### src/rtl/timer_disp_pkg.sv
// timer_disp_pkg: shared constants, segment encodings and FSM state type for the BCD display back-end
package timer_disp_pkg;
  localparam int DIGITS = 6;
  localparam logic [19:0] MAX_VAL = 20'd999999;
  typedef logic [6:0] seg_t;
  localparam seg_t SEG_BLANK = 7'h7F;
  localparam seg_t SEG_DIGIT [0:9] = '{7'h40, 7'h79, 7'h24, 7'h30, 7'h19,
                                       7'h12, 7'h02, 7'h78, 7'h00, 7'h10};
  typedef enum logic {IDLE, SHIFT} state_t;
endpackage

### src/rtl/timer_bcd_disp_if.sv
// timer_bcd_disp_if: request/result bundle between the stopwatch side and the display converter
interface timer_bcd_disp_if #(
  parameter int W = 20,
  parameter int DIGITS = 6
);
  import timer_disp_pkg::*;
  logic [W-1:0] value_i;
  logic load;
  logic busy;
  logic done;
  logic ovf;
  logic [4*DIGITS-1:0] bcd;
  seg_t hex0, hex1, hex2, hex3, hex4, hex5;
  modport master (
    output value_i, load,
    input busy, done, ovf, bcd, hex0, hex1, hex2, hex3, hex4, hex5
  );
  modport slave (
    input value_i, load,
    output busy, done, ovf, bcd, hex0, hex1, hex2, hex3, hex4, hex5
  );
endinterface

### src/rtl/seg7_enc.sv
// seg7_enc: BCD nibble to active-low 7-segment pattern, with forced blanking
module seg7_enc
  import timer_disp_pkg::*;
(
  input  logic [3:0] nib,
  input  logic       blank,
  output seg_t       seg
);
  assign seg = (blank || nib > 4'd9) ? SEG_BLANK : SEG_DIGIT[nib];
endmodule

### src/rtl/timer_bcd_disp.sv
// timer_bcd_disp: sequential double-dabble conversion of the ms count onto six 7-segment digits
module timer_bcd_disp #(
  parameter int W = 20,
  parameter int DIGITS = 6,
  parameter bit BLANK_LZ = 1
) (
  input logic clk,
  input logic rst,
  timer_bcd_disp_if.slave bus
);
  import timer_disp_pkg::*;
  localparam int BW = 4 * DIGITS;
  state_t state;
  logic [BW-1:0] scratch, adj, shifted;
  logic [W-1:0] bin;
  logic [4:0] cnt;
  logic ovf_n, over;
  logic [DIGITS-1:0] blank;
  seg_t seg [DIGITS];
  assign over = bus.value_i > W'(MAX_VAL);
  assign shifted = {adj[BW-2:0], bin[W-1]};
  for (genvar i = 0; i < DIGITS; i++) begin : g_dig
    assign adj[4*i+:4] = scratch[4*i+:4] >= 4'd5 ? scratch[4*i+:4] + 4'd3 : scratch[4*i+:4];
    assign blank[i] = BLANK_LZ && i != 0 && bus.bcd[BW-1:4*i] == '0;
    seg7_enc u_seg (.nib(bus.bcd[4*i+:4]), .blank(blank[i]), .seg(seg[i]));
  end
  assign bus.hex0 = seg[0];
  assign bus.hex1 = seg[1];
  assign bus.hex2 = seg[2];
  assign bus.hex3 = seg[3];
  assign bus.hex4 = seg[4];
  assign bus.hex5 = seg[5];
  // Capture on load, run W shift-add-3 iterations, commit the final shifted scratch straight to bcd
  always_ff @(posedge clk or posedge rst) begin
    if (rst) begin
      state <= IDLE;
      bus.busy <= 1'b0;
      bus.done <= 1'b0;
      bus.ovf <= 1'b0;
      bus.bcd <= '0;
      scratch <= '0;
      bin <= '0;
      cnt <= '0;
      ovf_n <= 1'b0;
    end else begin
      bus.done <= 1'b0;
      if (state == IDLE) begin
        if (bus.load) begin
          bin <= over ? W'(MAX_VAL) : bus.value_i;
          ovf_n <= over;
          scratch <= '0;
          cnt <= '0;
          bus.busy <= 1'b1;
          state <= SHIFT;
        end
      end else begin
        scratch <= shifted;
        bin <= {bin[W-2:0], 1'b0};
        cnt <= cnt + 5'd1;
        if (cnt == 5'(W - 1)) begin
          bus.bcd <= shifted;
          bus.ovf <= ovf_n;
          bus.done <= 1'b1;
          bus.busy <= 1'b0;
          state <= IDLE;
        end
      end
    end
  end
endmodule
### src/flat_wrapper.sv
// flat-port wrapper written by rule: the top's interface ports become plain ports
module timer_bcd_disp_flat import timer_disp_pkg::*;
#(
  parameter int W = 20,
  parameter int DIGITS = 6,
  parameter bit BLANK_LZ = 1
)
  (clk, rst, bus_value_i, bus_load, bus_busy, bus_done, bus_ovf, bus_bcd, bus_hex0, bus_hex1, bus_hex2, bus_hex3, bus_hex4, bus_hex5);
  timer_bcd_disp_if #(.W(W), .DIGITS(DIGITS)) bus_i ();
  input logic clk;
  input logic rst;
  input wire logic [$bits(bus_i.value_i)-1:0] bus_value_i;
  input wire logic [$bits(bus_i.load)-1:0] bus_load;
  output wire logic [$bits(bus_i.busy)-1:0] bus_busy;
  output wire logic [$bits(bus_i.done)-1:0] bus_done;
  output wire logic [$bits(bus_i.ovf)-1:0] bus_ovf;
  output wire logic [$bits(bus_i.bcd)-1:0] bus_bcd;
  output wire logic [$bits(bus_i.hex0)-1:0] bus_hex0;
  output wire logic [$bits(bus_i.hex1)-1:0] bus_hex1;
  output wire logic [$bits(bus_i.hex2)-1:0] bus_hex2;
  output wire logic [$bits(bus_i.hex3)-1:0] bus_hex3;
  output wire logic [$bits(bus_i.hex4)-1:0] bus_hex4;
  output wire logic [$bits(bus_i.hex5)-1:0] bus_hex5;
  assign bus_i.value_i = bus_value_i;
  assign bus_i.load = bus_load;
  assign bus_busy = bus_i.busy;
  assign bus_done = bus_i.done;
  assign bus_ovf = bus_i.ovf;
  assign bus_bcd = bus_i.bcd;
  assign bus_hex0 = bus_i.hex0;
  assign bus_hex1 = bus_i.hex1;
  assign bus_hex2 = bus_i.hex2;
  assign bus_hex3 = bus_i.hex3;
  assign bus_hex4 = bus_i.hex4;
  assign bus_hex5 = bus_i.hex5;
  timer_bcd_disp #(.W(W), .DIGITS(DIGITS), .BLANK_LZ(BLANK_LZ)) u_core (.clk(clk), .rst(rst), .bus(bus_i));
endmodule
### config.mk
export PLATFORM = sky130hd
export DESIGN_NAME = timer_bcd_disp_flat
export DESIGN_NICKNAME = d
export VERILOG_FILES = /design/src/rtl/timer_disp_pkg.sv /design/src/rtl/timer_bcd_disp_if.sv /design/src/rtl/seg7_enc.sv /design/src/rtl/timer_bcd_disp.sv /design/src/flat_wrapper.sv
export SDC_FILE = /design/constraint.sdc
export NUM_CORES = 1
export LEC_CHECK = 0
export BUFFER_PORTS_ARGS = -buffer_cell sky130_fd_sc_hd__clkbuf_2
export CORE_ASPECT_RATIO = 1.1
export CORE_MARGIN = 2
export CORE_UTILIZATION = 53
export CTS_CLUSTER_DIAMETER = 150
export DETAILED_ROUTE_END_ITERATION = 10
export HOLD_SLACK_MARGIN = 0.02
export PLACE_DENSITY = 0.76
export SLEW_MARGIN = 20
export SYNTH_ARGS = -nofsm -noshare
export SYNTH_HDL_FRONTEND = slang
export SYNTH_HIERARCHICAL = 1
export SYNTH_SLANG_ARGS = --single-unit
### constraint.sdc
create_clock -name clk -period 6.6 [get_ports clk]
set_clock_uncertainty 0.15 [all_clocks]
set_input_delay 1.32 -clock clk [delete_from_list [all_inputs] [get_ports clk]]
set_output_delay 1.32 -clock clk [all_outputs]
set_load 0.02 [all_outputs]
==> PnR_summary.wiki <==
{| class="wikitable"
! Metric !! Value
|-
| Final hold violations || 0
|-
| Register area || 1950 µm²
|-
| Vias in the first global route || 3943
|-
| Combined area of the multi-input logic cells || 2940 µm²
|-
| # rows || 37
|-
| Post-detail-place hpwl || 7230 µm
|-
| Number of setup violations in the final report || 0
|-
| Vias after detailed routing || roughly 4100
|-
| Share of synthesized registers carrying an async set or reset || 100%
|-
| CTS tree || done
|-
| Commonest cells after routing, fill and taps aside || sky130_fd_sc_hd__clkbuf_2 (91), sky130_fd_sc_hd__dfrtp_1 (77), sky130_fd_sc_hd__a21oi_1 (56)
|-
| Standard cell area after detailed placement || 5650 µm²
|-
| H-tree depth || 3
|-
| Number of inserted filler cells in the final layout || about 810
|-
| Slack of the critical path || 2.56 ns
|-
| ANT nets after route || 0
|-
| Number of antenna violations at the first check in global routing || 0
|-
| Status || finished, final reports clean
|-
| Global router's overall resource usage || between 10% and 20%
|-
| Nets || 690
|-
| Fraction of the mapped netlist area in compound gates || 18.6%
|-
| Post-cts gate resize count || 0
|-
| Placer congestion estimate || 0.901
|-
| Count of synthesis-stage warnings from yosys || 6
|-
| Critical-path maximum fanout || 13
|-
| Number of max-slew violations in the final report || 0
|-
| Number of top-level pins || 92
|-
| Die Wd || 98.4 µm
|-
| Final core area utilization || 62.0%
|-
| Count of different cell masters after synthesis || 40
|-
| Share of Yosys cell area claimed by the top area cell type || 37.5%
|-
| Clock root buffer master || sky130_fd_sc_hd__clkbuf_8
|-
| Sum of routed wire length over all layers || roughly 10000 µm
|-
| Maximum number of pins on one net before global-route repair || 79
|-
| Leading cell type in the layout, fill and taps excluded || sky130_fd_sc_hd__clkbuf_2
|-
| Adder-cell share of the synthesized area || around 10%
|-
| Post-synthesis average cell area || roughly 9.6 µm²
|-
| Crit path launch type || register
|-
| Maximum frequency from static timing analysis || 0.247 GHz
|-
| Number of buffers inserted during clock tree synthesis || 9
|-
| Post-synthesis instance area || 5200 µm²
|-
| Max Buffers Root-to-Sink || 2
|-
| Post-DR wirelength/cell || roughly 13 µm
|-
| Initial Utilization || 55.0%
|-
| Worst-case headroom to the max-slew limit || 42.8%
|-
| Unrepaired setup endpoints after global routing || no
|-
| Syn Inst Count || around 540
|-
| Most utilized layer in the global route result || met2
|-
| Fin Setup TNS || 0 ns
|-
| Top cells by area, synth || sky130_fd_sc_hd__dfrtp_1 (38%), sky130_fd_sc_hd__ha_1 (10%), sky130_fd_sc_hd__mux2i_1 (5.6%), sky130_fd_sc_hd__a21oi_1 (5.4%), sky130_fd_sc_hd__o21ai_0 (4.9%)
|-
| Met2 Usage GRT || 33.7%
|-
| Number of clock sinks || 78
|-
| Number of DRC violations after detailed-routing iteration 0 || 217
|-
| Class of the worst hold path || register to register
|-
| Fraction of the cycle the final worst path needs || 61.2%
|-
| Post-CTS Hold Buffers || 0
|-
| Standby leakage power || 2.95 nW
|-
| Critical-path top delay cell || sky130_fd_sc_hd__nor4_1
|-
| Place WS || 2.93 ns
|-
| Area enclosed by the die boundary || around 11000 µm²
|-
| Combinational family with the most area after synthesis || compound AO/OA/AOI/OAI gates
|-
| Syn_nets || 610
|-
| FF+latch count, synth || 78
|-
| Power density over the cells || 570 nW/µm²
|-
| Area share of and/or/nand/nor cells after synthesis || 15.9%
|-
| Post-CTS setup-driven buffer insertion count || 0
|-
| Max stage delay on crit path || roughly 0.56 ns
|-
| Detailed-routing iteration count for the pre-antenna-repair pass || 4
|-
| Endpoint class of the critical path || primary output
|-
| Top cell type by total area after synthesis || sky130_fd_sc_hd__dfrtp_1
|-
| Area growth from synthesis to layout || 12.6%
|-
| Global-route wire length before repair || 17200 µm
|-
| Clock insertion delay at the later pin of the skew report || 0.34 ns
|-
| Post-route DRC violation count || 0
|-
| Fraction of synthesized area in multiplexers || 10.3%
|-
| Cell-by-cell trace of the critical path || nor4_1, nand2_1, nor3_2, and2_1, a21oi_4, o21ai_0, clkbuf_2
|-
| Post-route design area || about 5900 µm²
|-
| Data arrival at the endpoint of the critical path || approximately 2.6 ns
|-
| Type of the setup path with the least slack || register to primary output
|-
| Ys flop type || sky130_fd_sc_hd__dfrtp_1
|-
| Met3 global-route usage || 3.25%
|-
| Avg Vias per Cell || around 5.4
|-
| Met1 track demand over resource in global routing || 24.4%
|-
| Max VDD drop || 210 µV
|-
| Clock-pin transition on the worst setup and hold timing paths || 0.08 ns
|-
| Minimum clock period after layout || 4.04 ns
|-
| Required time reported for the critical path endpoint || about 5.1 ns
|-
| Count of input and output buffers || 91
|-
| Fraction of final layout cells with drive strength greater than 1 || between 20% and 30%
|-
| Total grt overflow || 0
|-
| Worst-margin pin slew || between 0.8 and 0.9 ns
|-
| Die span in y || around 110 µm
|-
| Post-synth EDFFs || 0
|-
| Xor and xnor area share after synthesis || 1.35%
|-
| Total of max-cap violations || 0
|-
| Seq/Total Area, Yosys || around 38%
|-
| Antenna cell count || 0
|-
| Area of the placeable core || 9440 µm²
|}
==> final timing paths <==
kind | slack, ns | to | cells past startpoint | start
worst min-delay path | 0.33 | u_core/ovf_n | 2 | u_core/ovf_n
min in group asynchronous | 0.87 | u_core/bin[1] | 2 | rst
worst max register to register | 4.10 | u_core/bus.bcd[13] | 5 | u_core/cnt[0]
worst min register to register | 0.33 | u_core/ovf_n | 2 | u_core/ovf_n
worst max-delay path | 2.56 | bus_hex1[6] | 7 | u_core/bus.bcd[22]
max in group asynchronous | 4.35 | u_core/state | 3 | rst
==> report_power, final <==
group | total [mW] | leakage (nW) | switching, mW | internal, mW
clock network | 0.363 | 0.0996 | 0.167 | 0.195
logic | 2.00 | 1.87 | 1.18 | 0.817
registers | 0.976 | 0.980 | 0.285 | 0.691
total | 3.33 | 2.95 | 1.63 | 1.70
==> stage by stage <==
stage	instances	hold WS [ns]	power, mW
6_report	746	0.330	3.33
5_1_grt	746	0.376	3.61
4_1_cts	746	0.335	3.36
3_5_place_dp	730	0.317	2.99
3_3_place_gp	730	0.311	2.89
2_1_floorplan	544	0.290	2.47
==> worst max-delay path, delay by kind of cell, from the launching register on <==
kind / cells / cell delay, ns
AOI/OAI and AO/OA: 2 / 0.16
buffers and inverters: 1 / 0.20
DFF: 1 / 0.51
and+or+nand+nor: 4 / 1.35
==> sequential cells by signal (all words and copies together) (netlist names) <==
signal	cells
u_core/bus.bcd	24
u_core/scratch	24
u_core/bin	20
u_core/cnt	5
u_core/bus.busy	1
u_core/bus.done	1
u_core/bus.ovf	1
u_core/ovf_n	1
u_core/state	1
==> metal layers <==
metal	vias up	routed length (µm)
met5	-	0
met4	0	148
met3	12	418
met2	102	4890
met1	1914	4540
li1	2036	-
==> cells in the mapped netlist (3+ instances only) <==
cell                       count
sky130_fd_sc_hd__nor3b_1      19
sky130_fd_sc_hd__mux2i_1      29
sky130_fd_sc_hd__a31oi_1       6
sky130_fd_sc_hd__ha_1         43
sky130_fd_sc_hd__xnor2_1       8
sky130_fd_sc_hd__nand2b_1     27
sky130_fd_sc_hd__clkbuf_1      7
sky130_fd_sc_hd__nand2_1      43
sky130_fd_sc_hd__mux2_2       22
sky130_fd_sc_hd__nor2b_1       7
sky130_fd_sc_hd__buf_2         8
sky130_fd_sc_hd__nor2_1       35
sky130_fd_sc_hd__dfrtp_1      78
sky130_fd_sc_hd__a21oi_4       6
sky130_fd_sc_hd__o211ai_1      6
sky130_fd_sc_hd__o21bai_4      6
sky130_fd_sc_hd__buf_6         8
sky130_fd_sc_hd__a21oi_1      56
sky130_fd_sc_hd__and2b_2       6
sky130_fd_sc_hd__buf_4         3
sky130_fd_sc_hd__inv_1        33
sky130_fd_sc_hd__nor3_1        6
sky130_fd_sc_hd__a21o_1       11
sky130_fd_sc_hd__nor4_1        3
sky130_fd_sc_hd__o21ai_0      51
==> cell families after synthesis <==
kind of cell | Yosys count
AO/OA/AOI/OAI | 149
XOR/XNOR | 8
adder cells (fa/ha/maj) | 43
buffers and inverters | 59
flip-flops | 78
multiplexers | 51
other | 1
AND/OR/NAND/NOR | 155
==> layout make-up <==
class	instances	area share, %
clock inverters	3	0.727
repair buffers	95	8.29
flip-flops and latches	78	33.4
multi-input cells	407	50.3
clock buffers	13	2.71
inverters	33	2.12
well taps	117	2.50
Power figures use the tool's default switching activity.
